**src/rtl/axi_w_pkg.sv**
```systemverilog
// Shared types for the AXI W-channel FIFO drain: beat layout, FIFO word width, check FSM states.
package axi_w_pkg;

  localparam int DATA_W = 32;
  localparam int STRB_W = 4;
  localparam int FIFO_W = DATA_W + STRB_W + 1;
  localparam int LEN_W  = 4;

  typedef struct packed {
    logic [DATA_W-1:0] data;
    logic [STRB_W-1:0] strb;
    logic              last;
  } w_beat_t;

  typedef enum logic {
    IDLE  = 1'b0,
    BURST = 1'b1
  } w_chk_state_e;

  function automatic w_beat_t unpack_word(input logic [FIFO_W-1:0] i_word);
    return w_beat_t'(i_word);
  endfunction

endpackage

```
**src/rtl/axi_w_fifo_drain_w_skid_buf.sv**
```systemverilog
// Two-entry beat buffer between the FIFO read port and the W channel.
// Head/tail are single-bit indices; push and pop in the same cycle leave the count unchanged.
module w_skid_buf
  import axi_w_pkg::*;
(
  input  logic       clk,
  input  logic       rst,
  input  logic       i_push,
  input  w_beat_t    i_push_beat,
  input  logic       i_pop,
  output logic [1:0] o_count,
  output w_beat_t    o_head
);

  w_beat_t    r_mem [2];
  logic       r_head;
  logic       r_tail;
  logic [1:0] r_count;

  // Storage, pointers and occupancy.
  always_ff @(posedge clk or posedge rst) begin
    if (rst) begin
      r_mem[0] <= '0;
      r_mem[1] <= '0;
      r_head   <= 1'b0;
      r_tail   <= 1'b0;
      r_count  <= 2'd0;
    end else begin
      if (i_push) begin
        r_mem[r_tail] <= i_push_beat;
        r_tail        <= ~r_tail;
      end
      if (i_pop) begin
        r_head <= ~r_head;
      end
      case ({i_push, i_pop})
        2'b10:   r_count <= r_count + 2'd1;
        2'b01:   r_count <= r_count - 2'd1;
        default: r_count <= r_count;
      endcase
    end
  end

  assign o_count = r_count;
  assign o_head  = r_mem[r_head];

endmodule

```
**src/rtl/axi_w_fifo_drain.sv**
```systemverilog
// Read-side drain of the AXI write-data CDC FIFO onto a W channel, through a 2-entry buffer.
// Optional burst-length / wlast checker enabled by defining W_LAST_CHECK_EN.
module axi_w_fifo_drain
  import axi_w_pkg::*;
(
  input  logic              clk,
  input  logic              rst,
  input  logic              i_fifo_not_empty,
  input  logic [FIFO_W-1:0] i_fifo_r_data,
  output logic              o_fifo_rd_en,
`ifdef W_LAST_CHECK_EN
  input  logic              i_len_valid,
  input  logic [LEN_W-1:0]  i_len,
  output logic              o_len_ready,
  output logic              o_last_err,
`endif
  input  logic              i_wready,
  output logic              o_wvalid,
  output logic [DATA_W-1:0] o_wdata,
  output logic [STRB_W-1:0] o_wstrb,
  output logic              o_wlast
);

  logic [1:0] w_count;
  w_beat_t    w_head;
  w_beat_t    w_push_beat;
  logic       w_rd_en;
  logic       w_wvalid;
  logic       w_hs;

  // Pop decision uses only the registered occupancy, so wready never reaches fifo_rd_en.
  assign w_rd_en     = i_fifo_not_empty && (w_count < 2'd2) && !rst;
  assign w_push_beat = unpack_word(i_fifo_r_data);
  assign w_hs        = w_wvalid && i_wready;

  w_skid_buf u_buf (
    .clk         (clk),
    .rst         (rst),
    .i_push      (w_rd_en),
    .i_push_beat (w_push_beat),
    .i_pop       (w_hs),
    .o_count     (w_count),
    .o_head      (w_head)
  );

`ifdef W_LAST_CHECK_EN
  w_chk_state_e     r_state;
  logic [LEN_W-1:0] r_exp_len;
  logic [LEN_W-1:0] r_beat_cnt;
  logic             r_last_err;
  logic             w_final;

  assign w_final     = (r_beat_cnt == r_exp_len);
  assign w_wvalid    = (w_count != 2'd0) && (r_state == BURST);
  assign o_len_ready = (r_state == IDLE) || (w_hs && w_final);
  assign o_last_err  = r_last_err;

  // Burst tracking: the length count, not wlast, decides where a burst ends.
  always_ff @(posedge clk or posedge rst) begin
    if (rst) begin
      r_state    <= IDLE;
      r_exp_len  <= '0;
      r_beat_cnt <= '0;
      r_last_err <= 1'b0;
    end else begin
      case (r_state)
        IDLE: begin
          if (i_len_valid) begin
            r_state    <= BURST;
            r_exp_len  <= i_len;
            r_beat_cnt <= '0;
          end
        end
        BURST: begin
          if (w_hs) begin
            if (w_head.last != w_final) begin
              r_last_err <= 1'b1;
            end
            if (w_final) begin
              r_beat_cnt <= '0;
              if (i_len_valid) begin
                r_exp_len <= i_len;
              end else begin
                r_state <= IDLE;
              end
            end else begin
              r_beat_cnt <= r_beat_cnt + LEN_W'(1);
            end
          end
        end
        default: r_state <= IDLE;
      endcase
    end
  end
`else
  assign w_wvalid = (w_count != 2'd0);
`endif

  assign o_fifo_rd_en = w_rd_en;
  assign o_wvalid     = w_wvalid;
  assign o_wdata      = w_head.data;
  assign o_wstrb      = w_head.strb;
  assign o_wlast      = w_head.last;

endmodule

```
**config.mk**
```make
export PLATFORM = sky130hd
export DESIGN_NAME = axi_w_fifo_drain
export DESIGN_NICKNAME = d
export VERILOG_FILES = /design/src/rtl/axi_w_pkg.sv /design/src/rtl/axi_w_fifo_drain_w_skid_buf.sv /design/src/rtl/axi_w_fifo_drain.sv
export SDC_FILE = /design/constraint.sdc
export NUM_CORES = 1
export LEC_CHECK = 0
export ABC_AREA = 1
export CAP_MARGIN = 0
export CORE_ASPECT_RATIO = 1.75
export CORE_MARGIN = 5
export CORE_UTILIZATION = 46
export CTS_BUF_LIST = sky130_fd_sc_hd__clkbuf_16
export CTS_CLUSTER_DIAMETER = 30
export DETAILED_ROUTE_END_ITERATION = 8
export PLACE_DENSITY = 0.88
export SYNTH_ARGS = -nofsm -noshare
export SYNTH_HDL_FRONTEND = slang
export SYNTH_SLANG_ARGS = --single-unit
```
**constraint.sdc**
```tcl
create_clock -name clk -period 3.85 [get_ports clk]
set_input_delay 0.385 -clock clk [delete_from_list [all_inputs] [get_ports clk]]
set_output_delay 0.385 -clock clk [all_outputs]
set_load 0.1 [all_outputs]
```
# Word level (Yosys, flattened, before mapping)
# Index checks and enable logic that the tools add are counted.
word_totals:
  regBits: 78
  in_bits: 41
  output_inout_bits: 39
  wordCells: 35
classes:
  n_addsub: 2
  n_lt_le_gt_ge: 4
  eq_ne: 2
  mux: 7
  n_bitwise: 4
  reduce_logical: 7
op_table:
  columns: ["cell", "n"]
  rows:
  - ["two-way mux 37 bit", 4]
  - ["bitwise mux 74 bit", 1]
  - ["demux 37 bit (select 1 bit)", 1]
  - [">= comparator 2 bit, second input constant", 2]
  - ["logical AND 1 bit", 4]
  - ["NOT 1 -> 2 bit", 2]
  - ["case mux 2 bit (2 select lines)", 1]
  - ["nonzero test 2 bit", 2]
  - ["adder 2 x 1 -> 2 bit, second input constant", 1]
  - ["== test 2 x 1 -> 1 bit, second input constant", 1]
  - ["== test 2 bit, second input constant", 1]
  - ["less-than comparator 2 x 1 -> 1 bit, second input constant", 1]
  - ["less-than comparator 2 bit, second input constant", 1]
  - ["NOT 1 bit", 2]
  - ["subtractor 2 x 1 -> 2 bit, second input constant", 1]
  - ["logical NOT 1 bit", 1]

# Longest topological paths before layout
depth:
  depth_word: 6
  mapped_depth: 10
  ltp_nobuf: 10

# Modules after synthesis
# A second synthesis with hierarchy kept.
unflattened:
  cells_unflattened: 424
  area_unflattened_um2: 3550.9
by_module_without_submodules:
  columns: ["mod", "n_inst", "cells_each", "area_per_inst_um2", "seq_area_each_um2"]
  rows:
  - ["w_skid_buf", 1, 417, 3524.6, 1951.9]
  - ["axi_w_fifo_drain", 1, 7, 26.3, 0.0]

# Worst setup path after synthesis
# Ideal clock, no wire load.
synth_timing:
  kind: "in2reg"
  start: "input rst"
  end: "register u_buf.r_mem[0] (netlist bit)"
  setup_time_ns: 0.080
  t_arrival_ns: 3.277
  required_time_ns: 3.770
  setup_slack_ns: 0.493
  path_stages: 4
  n_path_buf: 1
  cell_sequence: "clkinv_1 -> clkbuf_1 -> nand4_1 -> nand2_1"
synth_between:
  elab_chain_len: 2
synth_rtl:
  columns: ["element", "line_no", "text"]
  rows:
  - ["start, declared", "axi_w_fifo_drain.sv:7", "input logic rst,"]
  - ["logical NOT 1 bit (no line)", null, null]
  - ["logical AND 1 bit", "axi_w_fifo_drain.sv:32", "assign w_rd_en = i_fifo_not_empty && (w_count < 2'd2) && !rst;"]
  - ["end signal, assigned by index", "axi_w_fifo_drain_w_skid_buf.sv:30", "r_mem[r_tail] <= i_push_beat;"]
  - ["end, declared", "axi_w_fifo_drain_w_skid_buf.sv:15", "w_beat_t r_mem [2];"]
# No other way between the ends.
# A chain may end at the register's enable or synchronous reset.

# Final worst setup path
layout_timing:
  start: "input i_fifo_not_empty"
  end: "output o_fifo_rd_en"
layout_between:
  elab_chain_len: 2
layout_rtl:
  columns: ["element", "line_no", "text"]
  rows:
  - ["start, declared", "axi_w_fifo_drain.sv:8", "input logic i_fifo_not_empty,"]
  - ["logical AND 1 bit (2 in series)", "axi_w_fifo_drain.sv:32", null]
  - ["end, declared", "axi_w_fifo_drain.sv:10", "output logic o_fifo_rd_en,"]
# No other way between the ends.

==> impl_metrics.ini <==
[status]
status = finished, final reports clean

[global_routing]
first_global_vias = 3376
overflow = 0
antenna_found_initial = 0
grt_max_degree = 81
grt_use_total_pct = 20.53
grt_pass1_wl_mm = 16.27

[clocking]
clock_latency_ns = 0.33
ctsHoldBuffers = 0
root_buffer = clkbuf_16
clockBufferDepth = 2
clk_pin_slew_ns = 0.06
cts_buffers = 9
cts.repair.resized = 0
cts_tree = done
cts.sinks = 78
cts_setup_buffers = 0
cts.htree.levels = 3

[sta]
setup_slack_ns = 1.230
clock_skew_ns = 0.005110
drv_slew = 0
hold_viol = 0
tns_ns = 0
grt_setup_unrepaired = no
tightestPinTransition_ns = 0.9651
relSlewSlack_pct = 35.46
setup_viol = 0
fin_crit_sh_pct = 68.04
max_clock_freq_mhz = 381.7
fin_crit_ns = 2.620

[yosys]
syn-num-nets = 521
synth_top_cells_by_count = nand2_1 (271), dfrtp_1 (78), nand4_1 (75)
ys_async_sr_fraction_pct = 100.0
ys_top_cells_by_area = dfrtp_1 (52%), nand2_1 (27%), nand4_1 (13%), buf_2 (3.1%), buf_4 (1.2%)
yosysSeqAreaShare_pct = 52.17
yosysMostFrequentCell = nand2_1
synth_flop_cell = dfrtp_1
synth_area_leader_cell = dfrtp_1
syn_inst = 479
synth_cell_types = 15
yosysTopAreaCellShare_pct = 52.17
syn-cell-area_sq_um = 3741
synth_edf_count = 0
synth_warnings = 0
syn-mean-instance-area_sq_um = 7.810
ys_seq_elements = 78

[die]
core_sq_um = 7963
die_y_um = 129.3
die_x_um = 78.17
ioPinCount = 80
num_rows = 43
start_util_pct = 46.98
die_area_sq_um = 10110

[cells_and_area]
antenna-diode-count = 0
stdcell_area_sq_um = 4715
n_fill_cell = 669
area_delta_synth_final_pct = 26.02
stdcell_count = 633
fin_nets = 580
drive_gt1_share_pct = 11.79

[routing]
vias = 3584
dr.pass1.iters = 6
drt_iter0_drc = 365
drc = 0
route.met3.wl_um = 579
drtAntennaViolNets = 0
routed_wl_mm = 9.964
wl_met1_mm = 3.698
wl_met2_mm = 5.461
post_drt_via_cell_ratio = 5.662
route.detailed.wl_per_inst_um = 15.74
highest_layer = met4

[placement]
place.port_buffers = 79
dp_slack_ns = 0.9915
dp_hpwl_mm = 6.276
dp_cells = 617
place_area_sq_um = 4399
globalplace.congestion = 0.8264

[worst_setup_path]
cp-start-kind = primary input
cpMaxStageDelayCell = buf_4
reg2reg_depth = 5
required_ns = 3.46
arrival_ns = 2.23
cp-end-kind = output pin
criticalPathCategory = primary input to output pin
timing.rr.end = u_buf.r_mem[13]
path_cells = clkdlybuf4s50_1, inv_1, nor2_4, buf_4, nand2_1, inv_1, buf_4
r2r-start = u_buf.o_count[1]
r2r_slack_ns = 1.36
cp_max_fo = 76
max_stage_delay_ns = 0.58

[worst_hold_path]
hp-class = primary input to async pin

[run]
cap_violations = 0
-- critical path: cells and delay by family --
| family | cells | cell delay (ns) |
|---|---|---|
| AND/OR/NAND/NOR | 2 | 0.29 |
| buffers and inverters | 5 | 1.52 |
-- routing by layer --
layer  up-vias  GRT usage [%]
li1       1680              -
met1      1709          24.89
met2       172          35.30
met3        23          3.964
met4         0          9.269
met5         -              0
-- sequential cells by signal (all words and copies together), names as in the netlist --
signal,count
u_buf.r_mem,74
u_buf.o_count,2
u_buf.r_head,1
u_buf.r_tail,1
-- cell usage in the layout (no fill, tap or decap) --
cell,netlist,routed
buf_4,6,46
bufinv_16,0,2
clkbuf_16,0,9
clkdlybuf4s50_1,0,41
clkinv_2,0,2
clkinv_4,0,1
clkinvlp_4,0,1
dfrtp_1,78,78
ha_1,1,1
inv_1,9,10
inv_4,0,1
nand2_1,271,271
nand3_1,2,2
nand3_2,1,1
nand4_1,75,75
nor2_4,1,1
xnor2_1,1,1
-- worst max path at each step --
stage	from	end	slack (ns)	depth (start not counted)
CTS	i_fifo_not_empty	o_fifo_rd_en	1.23	7
global placement	i_fifo_not_empty	u_buf.r_mem[12]	1.06	7
finish	i_fifo_not_empty	o_fifo_rd_en	1.23	7
detailed placement	i_fifo_not_empty	u_buf.r_mem[20]	0.99	7
floorplan	rst	u_buf.o_count[0]	0.20	2
global route	rst	u_buf.r_mem[15]	1.08	6
-- cells by family (layout without fill, tap and decap cells) --
group         count (synthesis)  after routing  synth area share [%]
xor+xnor                      1              1                0.2342
fa+ha+maj                     1              1                0.3344
buf+inv                      49            113                 6.689
flops                        78             78                 52.17
simple gates                350            350                 40.57
-- cell type report --
type | instances | area (sq um) | share of cell area (%)
sequential | 78 | 1952 | 41.40
multi-input combinational | 352 | 1539 | 32.64
timing repair buffer | 87 | 755.7 | 16.03
clock buffer | 9 | 225.2 | 4.777
tap | 90 | 112.6 | 2.389
clock inverter | 7 | 90.09 | 1.911
inverter | 10 | 40.04 | 0.8493
-- metrics by stage --
| step | hold slack, ns | utilization (%) |
|---|---|---|
| after floorplan | 0.4417 | - |
| after global placement | 0.4532 | 55.25 |
| after detailed placement | 0.4585 | 55.25 |
| after CTS | 0.3154 | 59.21 |
| after global routing | 0.3298 | 59.21 |
| final | 0.3174 | 59.21 |
Power is not shown: default switching activity piles up to over one toggle a cycle in this logic, so the estimate is an artifact.
